$ cat config.mk
export PLATFORM = sky130hd
export DESIGN_NAME = tuning_word_decode
export DESIGN_NICKNAME = d
export VERILOG_FILES = /design/src/rtl/tuning_word_decode.sv
export SDC_FILE = /design/constraint.sdc
export NUM_CORES = 1
export LEC_CHECK = 0
export CORE_MARGIN = 3
export CORE_UTILIZATION = 40
export DETAILED_ROUTE_END_ITERATION = 16
export MAX_ROUTING_LAYER = met4
export PLACE_DENSITY = 0.68
export SYNTH_ARGS = -nofsm -noshare
export SYNTH_HDL_FRONTEND = slang
export SYNTH_SLANG_ARGS = --single-unit
$ cat constraint.sdc
create_clock -name CLOCK_50 -period 3.69 [get_ports CLOCK_50]
set_input_delay 0.738 -clock CLOCK_50 [delete_from_list [all_inputs] [get_ports CLOCK_50]]
set_output_delay 0.738 -clock CLOCK_50 [all_outputs]
set_load 0.05 [all_outputs]
$ cat src/rtl/tuning_word_decode.sv
// tuning_word_decode: turns a 28-bit DDS tuning word M back into its output
// frequency in kHz as four BCD digits (C5 thousands .. C2 units).
// The decode is sequential: a 1-bit/cycle restoring divide by K, a clamp to
// QMAX (flagging OVF), then a 14-step double-dabble.
// Optional build macro: TWD_ROUND_EN. When it is defined, K/2 is added to the
// dividend so the result rounds half up. The divide then runs MW+1 steps, so
// the latency is 44 clocks instead of 43.
module tuning_word_decode #(
   parameter int K    = 26844,
   parameter int MW   = 28,
   parameter int QMAX = 9999
) (
   input  logic          CLOCK_50,
   input  logic          KEY1,
   input  logic          START,
   input  logic [MW-1:0] M,
   output logic          BUSY,
   output logic          DONE,
   output logic          OVF,
   output logic [3:0]    C2,
   output logic [3:0]    C3,
   output logic [3:0]    C4,
   output logic [3:0]    C5
);

`ifdef TWD_ROUND_EN
   localparam int DW = MW + 1;
`else
   localparam int DW = MW;
`endif
   localparam int CW = $clog2(DW);

   localparam logic [15:0]   K_W     = 16'(K);
   localparam logic [DW-1:0] QMAX_W  = DW'(QMAX);
   localparam logic [13:0]   QMAX_14 = 14'(QMAX);

   typedef enum logic [1:0] {
      S_IDLE = 2'd0,
      S_DIV  = 2'd1,
      S_BCD  = 2'd2,
      S_DONE = 2'd3
   } state_t;

   state_t          state;
   logic [DW-1:0]   dvd;       // dividend, shifted left one bit per step
   logic [DW-1:0]   quo;       // quotient, bits enter at the LSB
   logic [15:0]     rem;       // partial remainder, always < K
   logic [CW-1:0]   cnt;       // divide steps remaining minus one
   logic [29:0]     dd;        // double-dabble register {bcd[15:0], bin[13:0]}
   logic [3:0]      dd_cnt;    // BCD steps remaining minus one
   logic            ovf_pend;  // clamp happened; published with the digits
   logic            done_ph;   // second cycle of DONE (pulse already issued)

   logic [DW-1:0]   dvd_init;
   logic [15:0]     rem_sh;
   logic            q_bit;
   logic [15:0]     rem_nx;
   logic [DW-1:0]   quo_nx;
   logic            sat;
   logic [29:0]     dd_adj;
   logic [29:0]     dd_nx;

   // Dividend loaded on acceptance; the rounding build adds K/2 in MW+1 bits.
   always_comb begin
`ifdef TWD_ROUND_EN
      dvd_init = {1'b0, M} + DW'(K >> 1);
`else
      dvd_init = M;
`endif
   end

   // One restoring-division step plus the clamp test on the resulting quotient.
   always_comb begin
      rem_sh = {rem[14:0], dvd[DW-1]};
      q_bit  = (rem_sh >= K_W);
      rem_nx = q_bit ? (rem_sh - K_W) : rem_sh;
      quo_nx = {quo[DW-2:0], q_bit};
      sat    = (quo_nx > QMAX_W);
   end

   // One double-dabble step: add 3 to each BCD nibble >= 5, then shift left.
   always_comb begin
      dd_adj = dd;
      for (int i = 0; i < 4; i++) begin
         if (dd[14 + 4*i +: 4] >= 4'd5) begin
            dd_adj[14 + 4*i +: 4] = dd[14 + 4*i +: 4] + 4'd3;
         end
      end
      dd_nx = {dd_adj[28:0], 1'b0};
   end

   // Control FSM with datapath; every output is a register.
   always_ff @(posedge CLOCK_50) begin
      if (!KEY1) begin
         state    <= S_IDLE;
         dvd      <= '0;
         quo      <= '0;
         rem      <= '0;
         cnt      <= '0;
         dd       <= '0;
         dd_cnt   <= '0;
         ovf_pend <= 1'b0;
         done_ph  <= 1'b0;
         BUSY     <= 1'b0;
         DONE     <= 1'b0;
         OVF      <= 1'b0;
         C2       <= '0;
         C3       <= '0;
         C4       <= '0;
         C5       <= '0;
      end else begin
         case (state)
            S_IDLE: begin
               DONE <= 1'b0;
               if (START) begin
                  dvd   <= dvd_init;
                  quo   <= '0;
                  rem   <= '0;
                  cnt   <= CW'(DW - 1);
                  BUSY  <= 1'b1;
                  state <= S_DIV;
               end
            end
            S_DIV: begin
               dvd <= {dvd[DW-2:0], 1'b0};
               rem <= rem_nx;
               quo <= quo_nx;
               cnt <= cnt - 1'b1;
               if (cnt == '0) begin
                  // Last quotient bit is in quo_nx; clamp and seed the BCD pass.
                  dd       <= {16'd0, (sat ? QMAX_14 : quo_nx[13:0])};
                  ovf_pend <= sat;
                  dd_cnt   <= 4'd13;
                  state    <= S_BCD;
               end
            end
            S_BCD: begin
               dd      <= dd_nx;
               dd_cnt  <= dd_cnt - 1'b1;
               done_ph <= 1'b0;
               if (dd_cnt == 4'd0) begin
                  state <= S_DONE;
               end
            end
            S_DONE: begin
               if (!done_ph) begin
                  // Publish digits; they hold until the next completed decode.
                  C5      <= dd[29:26];
                  C4      <= dd[25:22];
                  C3      <= dd[21:18];
                  C2      <= dd[17:14];
                  OVF     <= ovf_pend;
                  DONE    <= 1'b1;
                  done_ph <= 1'b1;
               end else begin
                  DONE    <= 1'b0;
                  done_ph <= 1'b0;
                  BUSY    <= 1'b0;
                  state   <= S_IDLE;
               end
            end
            default: begin
               state <= S_IDLE;
               BUSY  <= 1'b0;
               DONE  <= 1'b0;
            end
         endcase
      end
   end

endmodule
==> results.txt <==
In this run the count of I/O pins placed on the die edge is 50. After Yosys synthesis, full adders, half adders and majority gates account for 3.50% of the synthesized area. The worst hold path belongs to the class reg2reg. The number of global-route vias before repair is 4578. The worst setup slack for register-to-register paths came out at 1390 ps. The worst setup path is of the reg2out kind. The worst clock skew is 6.63 ps. TritonCTS built the clock tree. The first TritonRoute pass finished after 7 iterations. The library cell used as clock root buffer is sky130_fd_sc_hd__clkbuf_16. The async set or reset register ratio after synthesis is 0%.

The post-synthesis net count came out at 733. The number of synthesized flops with an enable pin came out at 0. The switching portion of total power is 32.7%. The number of vias per cell after detailed routing came out at 5.42.

Setup violations remaining at the end of the flow were counted as 0. The fraction of synthesized cell area taken by the top area cell type is 46.2%. The summed negative setup slack over all endpoints is 0 ps. The worst path arrival time came out at 1580 ps. The final wirelength is 12500 um.

The depth of the CTS H-tree came out at 4. After global routing the overflow that remains totals 0. The synthesized netlist devotes 23.1% of its cell area to compound gates.

The number of buffers inserted to repair setup after CTS came out at 0. The worst setup path is captured at an output port. The count of buffers from port buffering is 49. The number of flip-flops and latches in the synthesized netlist is 132. Routability-driven placement finished with a final weighted congestion of 0.839. The unique cell type count in the Yosys netlist is 53. The DRC violation total after the first TritonRoute iteration came out at 466. The core region is 13900 um^2. The worst-skew pair later-pin latency is 420 ps. The logic gate share of total power came out at 26.8%. The finished layout cell area is 6890 um^2. The total number of yosys warnings came out at 0. The cell taking the most area after synthesis is sky130_fd_sc_hd__dfxtp_1. The vertical die dimension came out at 126 um.

The worst setup path is launched from a flop. Summing over every cut layer, the via total after detailed routing is 4923. The power density normalized to cell area is 671 nW/um^2. The layout filler cell count is 1281. The number of antenna violations at the first check in global routing came out at 0. The number of hold-slack violations in the final timing report came out at 0. The average wire length per cell after detail routing is 13.8 um. The ratio of cells with drive above 1 in the final layout is 6.04%. The mean post-synth cell area is 8.33 um^2.

The first global-routing pass estimated 21500 um of wire. The worst-case vdd ir drop is 0.368 mV. Relative to the synthesized area, the layout overhead comes to 20.5%. Sorting the synthesized cells by area gives the leading types as sky130_fd_sc_hd__dfxtp_1 46%, sky130_fd_sc_hd__nor2_1 6.0%, sky130_fd_sc_hd__a21oi_1 4.8%. The TritonCTS sink count is 132. Walking the worst path, the cells encountered are clkdlybuf4s50_1. The post-synthesis simple-gate area fraction is 17.9%. After detailed placement, the total cell area comes to 6320 um^2. The share of synthesized area occupied by flip-flops and latches is 46.2%.

The switching power is 1510 uW. The netlist area before placement came out at 5710 um^2. The maximum frequency from static timing analysis is 432 MHz. The starting density of the core is 41.0%. The kind of cell with the highest combined delay along the critical path is buffers and inverters.

The number of antenna diodes is 0. The clock network accounts for 35.1% of the total power. The data required time of the critical path came out at 2950 ps. The cell internal power dissipation came out at 3110 uW. The total count of max-transition violations in the final report is 0. The proportion of synthesized area in mux cells came out at 1.75%. The shortest period the worst path allows is 2310 ps. At the pin with the least slew margin, the transition time is 1240 ps.

The total of hold buffers inserted after clock tree synthesis is 0. The area enclosed by the die boundary came out at 15800 um^2. The number of buffers added by the clock tree synthesis step came out at 17.

Across the run, the number of max-cap violations was 0. The largest fanout on the critical path came out at 3. The largest single stage delay on the critical path is 810 ps. The final critical path takes up 62.7% of the cycle. Setup repair after global routing left no endpoint under its margin. In the synthesized netlist the dominant register cell turns out to be sky130_fd_sc_hd__dfxtp_1. Per report_power, the sequential group accounts for 38.1% of the total.

Among all stages on the critical path, the largest delay is contributed by sky130_fd_sc_hd__clkdlybuf4s50_1. In the final design database the tool counted 765 nets. After synthesis, the largest family of logic cells by area is compound AO/OA/AOI/OAI gates.

For this design the static power due to leakage is 0.00246 uW. The number of buffers between clock root and the deepest sink came out at 2. After technology mapping, the gate count stands at 686. The total buffers and inverters traversed by the critical path is 1. In the routed design, unresolved DRC markers number 0. The die is 126 um wide. The clock transition at the registers of the reported paths came out at 50 ps. The xor/xnor cell area share of the yosys netlist came out at 2.61%. The number of routed nets with antenna violations came out at 0. The run finished with clean final reports. In this run, post-CTS repair resized a total of 0 instances. The floorplan has 43 rows. The HPWL after detailed placement came out at 8260 um.

The normalized max-slew margin came out at 17.5%. The total global-route track usage came out at 16.8%. The pin count of the biggest net entering global routing is 36.
## worst paths after layout
kind | startpoint | end | cells after the start
max reg2reg | state[1] | dd[13] | 8
min | dd[0] | dd[0] | 2
max | BUSY | BUSY | 1
min reg2reg | dd[0] | dd[0] | 2
## metal layers
metal	up-vias	wire length, um	GRT usage, %
met5	-	0	-
met4	0	199	6.70
met3	16	486	4.61
met2	102	5900	25.6
met1	2314	5920	21.1
li1	2491	-	-
## state kept, by name, indices dropped and copies added (netlist names)
signal	cells
quo	27
state	2
C2	4
C5	4
OVF	1
BUSY	1
dd_cnt	4
C4	4
done_ph	1
dvd	28
C3	4
rem	15
dd	30
cnt	5
ovf_pend	1
DONE	1
## final cells by class
| cell class | count | area, um^2 | area share (%) |
|---|---|---|---|
| multi-input cells | 486 | 2800 | 40.6 |
| flip-flops and latches | 132 | 2640 | 38.4 |
| inverters | 20 | 75.1 | 1.09 |
| clock inverters | 5 | 75.1 | 1.09 |
| clock buffers | 24 | 492 | 7.14 |
| well taps | 180 | 225 | 3.27 |
| repair buffers | 61 | 581 | 8.43 |
## synth_stat cells (2+ instances only)
cell / number
sky130_fd_sc_hd__o21ai_0: 51
sky130_fd_sc_hd__clkbuf_1: 34
sky130_fd_sc_hd__o211a_1: 2
sky130_fd_sc_hd__nand4_1: 3
sky130_fd_sc_hd__a21o_1: 3
sky130_fd_sc_hd__and2_1: 4
sky130_fd_sc_hd__buf_1: 4
sky130_fd_sc_hd__ha_1: 16
sky130_fd_sc_hd__a22oi_1: 36
sky130_fd_sc_hd__a21oi_1: 55
sky130_fd_sc_hd__o31ai_1: 3
sky130_fd_sc_hd__nand2b_1: 12
sky130_fd_sc_hd__o22ai_1: 36
sky130_fd_sc_hd__nand3_1: 20
sky130_fd_sc_hd__a311oi_1: 2
sky130_fd_sc_hd__a31oi_1: 2
sky130_fd_sc_hd__xnor2_1: 7
sky130_fd_sc_hd__nand2_1: 72
sky130_fd_sc_hd__nor4_1: 5
sky130_fd_sc_hd__inv_1: 20
sky130_fd_sc_hd__a32oi_1: 3
sky130_fd_sc_hd__o21ai_1: 3
sky130_fd_sc_hd__nand3b_1: 2
sky130_fd_sc_hd__buf_2: 7
sky130_fd_sc_hd__mux2i_1: 10
sky130_fd_sc_hd__nor2_1: 92
sky130_fd_sc_hd__nor3_1: 6
sky130_fd_sc_hd__nor2b_1: 2
sky130_fd_sc_hd__o211ai_1: 5
sky130_fd_sc_hd__a211oi_1: 3
sky130_fd_sc_hd__dfxtp_1: 132
sky130_fd_sc_hd__xor2_1: 10
sky130_fd_sc_hd__nor3b_1: 4
## power by group through the flow
stage          combinational (uW)  sequential, uW  clock, uW
2_1_floorplan                 953            1770          0
3_3_place_gp                 1190            1780          0
3_5_place_dp                 1230            1780          0
4_1_cts                      1240            1760       1650
5_1_grt                      1380            1780       1730
6_report                     1240            1760       1620
## through the flow
| stage | util [%] | total power, uW | hold WS (ps) | std cells | setup slack (ps) |
|---|---|---|---|---|---|
| after floorplan | - | 2720 | 432 | 686 | 1880 |
| after global placement | 45.3 | 2970 | 442 | 879 | 1160 |
| after detailed placement | 45.3 | 3010 | 446 | 879 | 1070 |
| after CTS | 49.4 | 4650 | 454 | 908 | 1350 |
| after global routing | 49.4 | 4890 | 468 | 908 | 1150 |
| final | 49.4 | 4620 | 457 | 908 | 1380 |
## kinds of logic (layout without fill, tap and decap cells)
| group | Yosys count | after routing |
|---|---|---|
| fa+ha+maj | 16 | 16 |
| xor+xnor | 17 | 17 |
| mux | 10 | 10 |
| buf+inv | 68 | 110 |
| compound gates | 214 | 214 |
| flops | 132 | 132 |
| simple gates | 229 | 229 |
## layout by cell type, fill, tap and decap left out, drive strengths merged, types with 7 or more instances in the layout
master / n
dfxtp: 132
xor2: 10
buf: 12
nor3: 7
nand2: 73
xnor2: 7
clkdlybuf4s50: 49
clkbuf: 24
a21oi: 55
o21ai: 54
mux2i: 10
o22ai: 36
inv: 20
ha: 16
nand2b: 12
nand3: 20
a22oi: 36
nor2: 92
No activity file was read; power rests on OpenSTA's default activity.
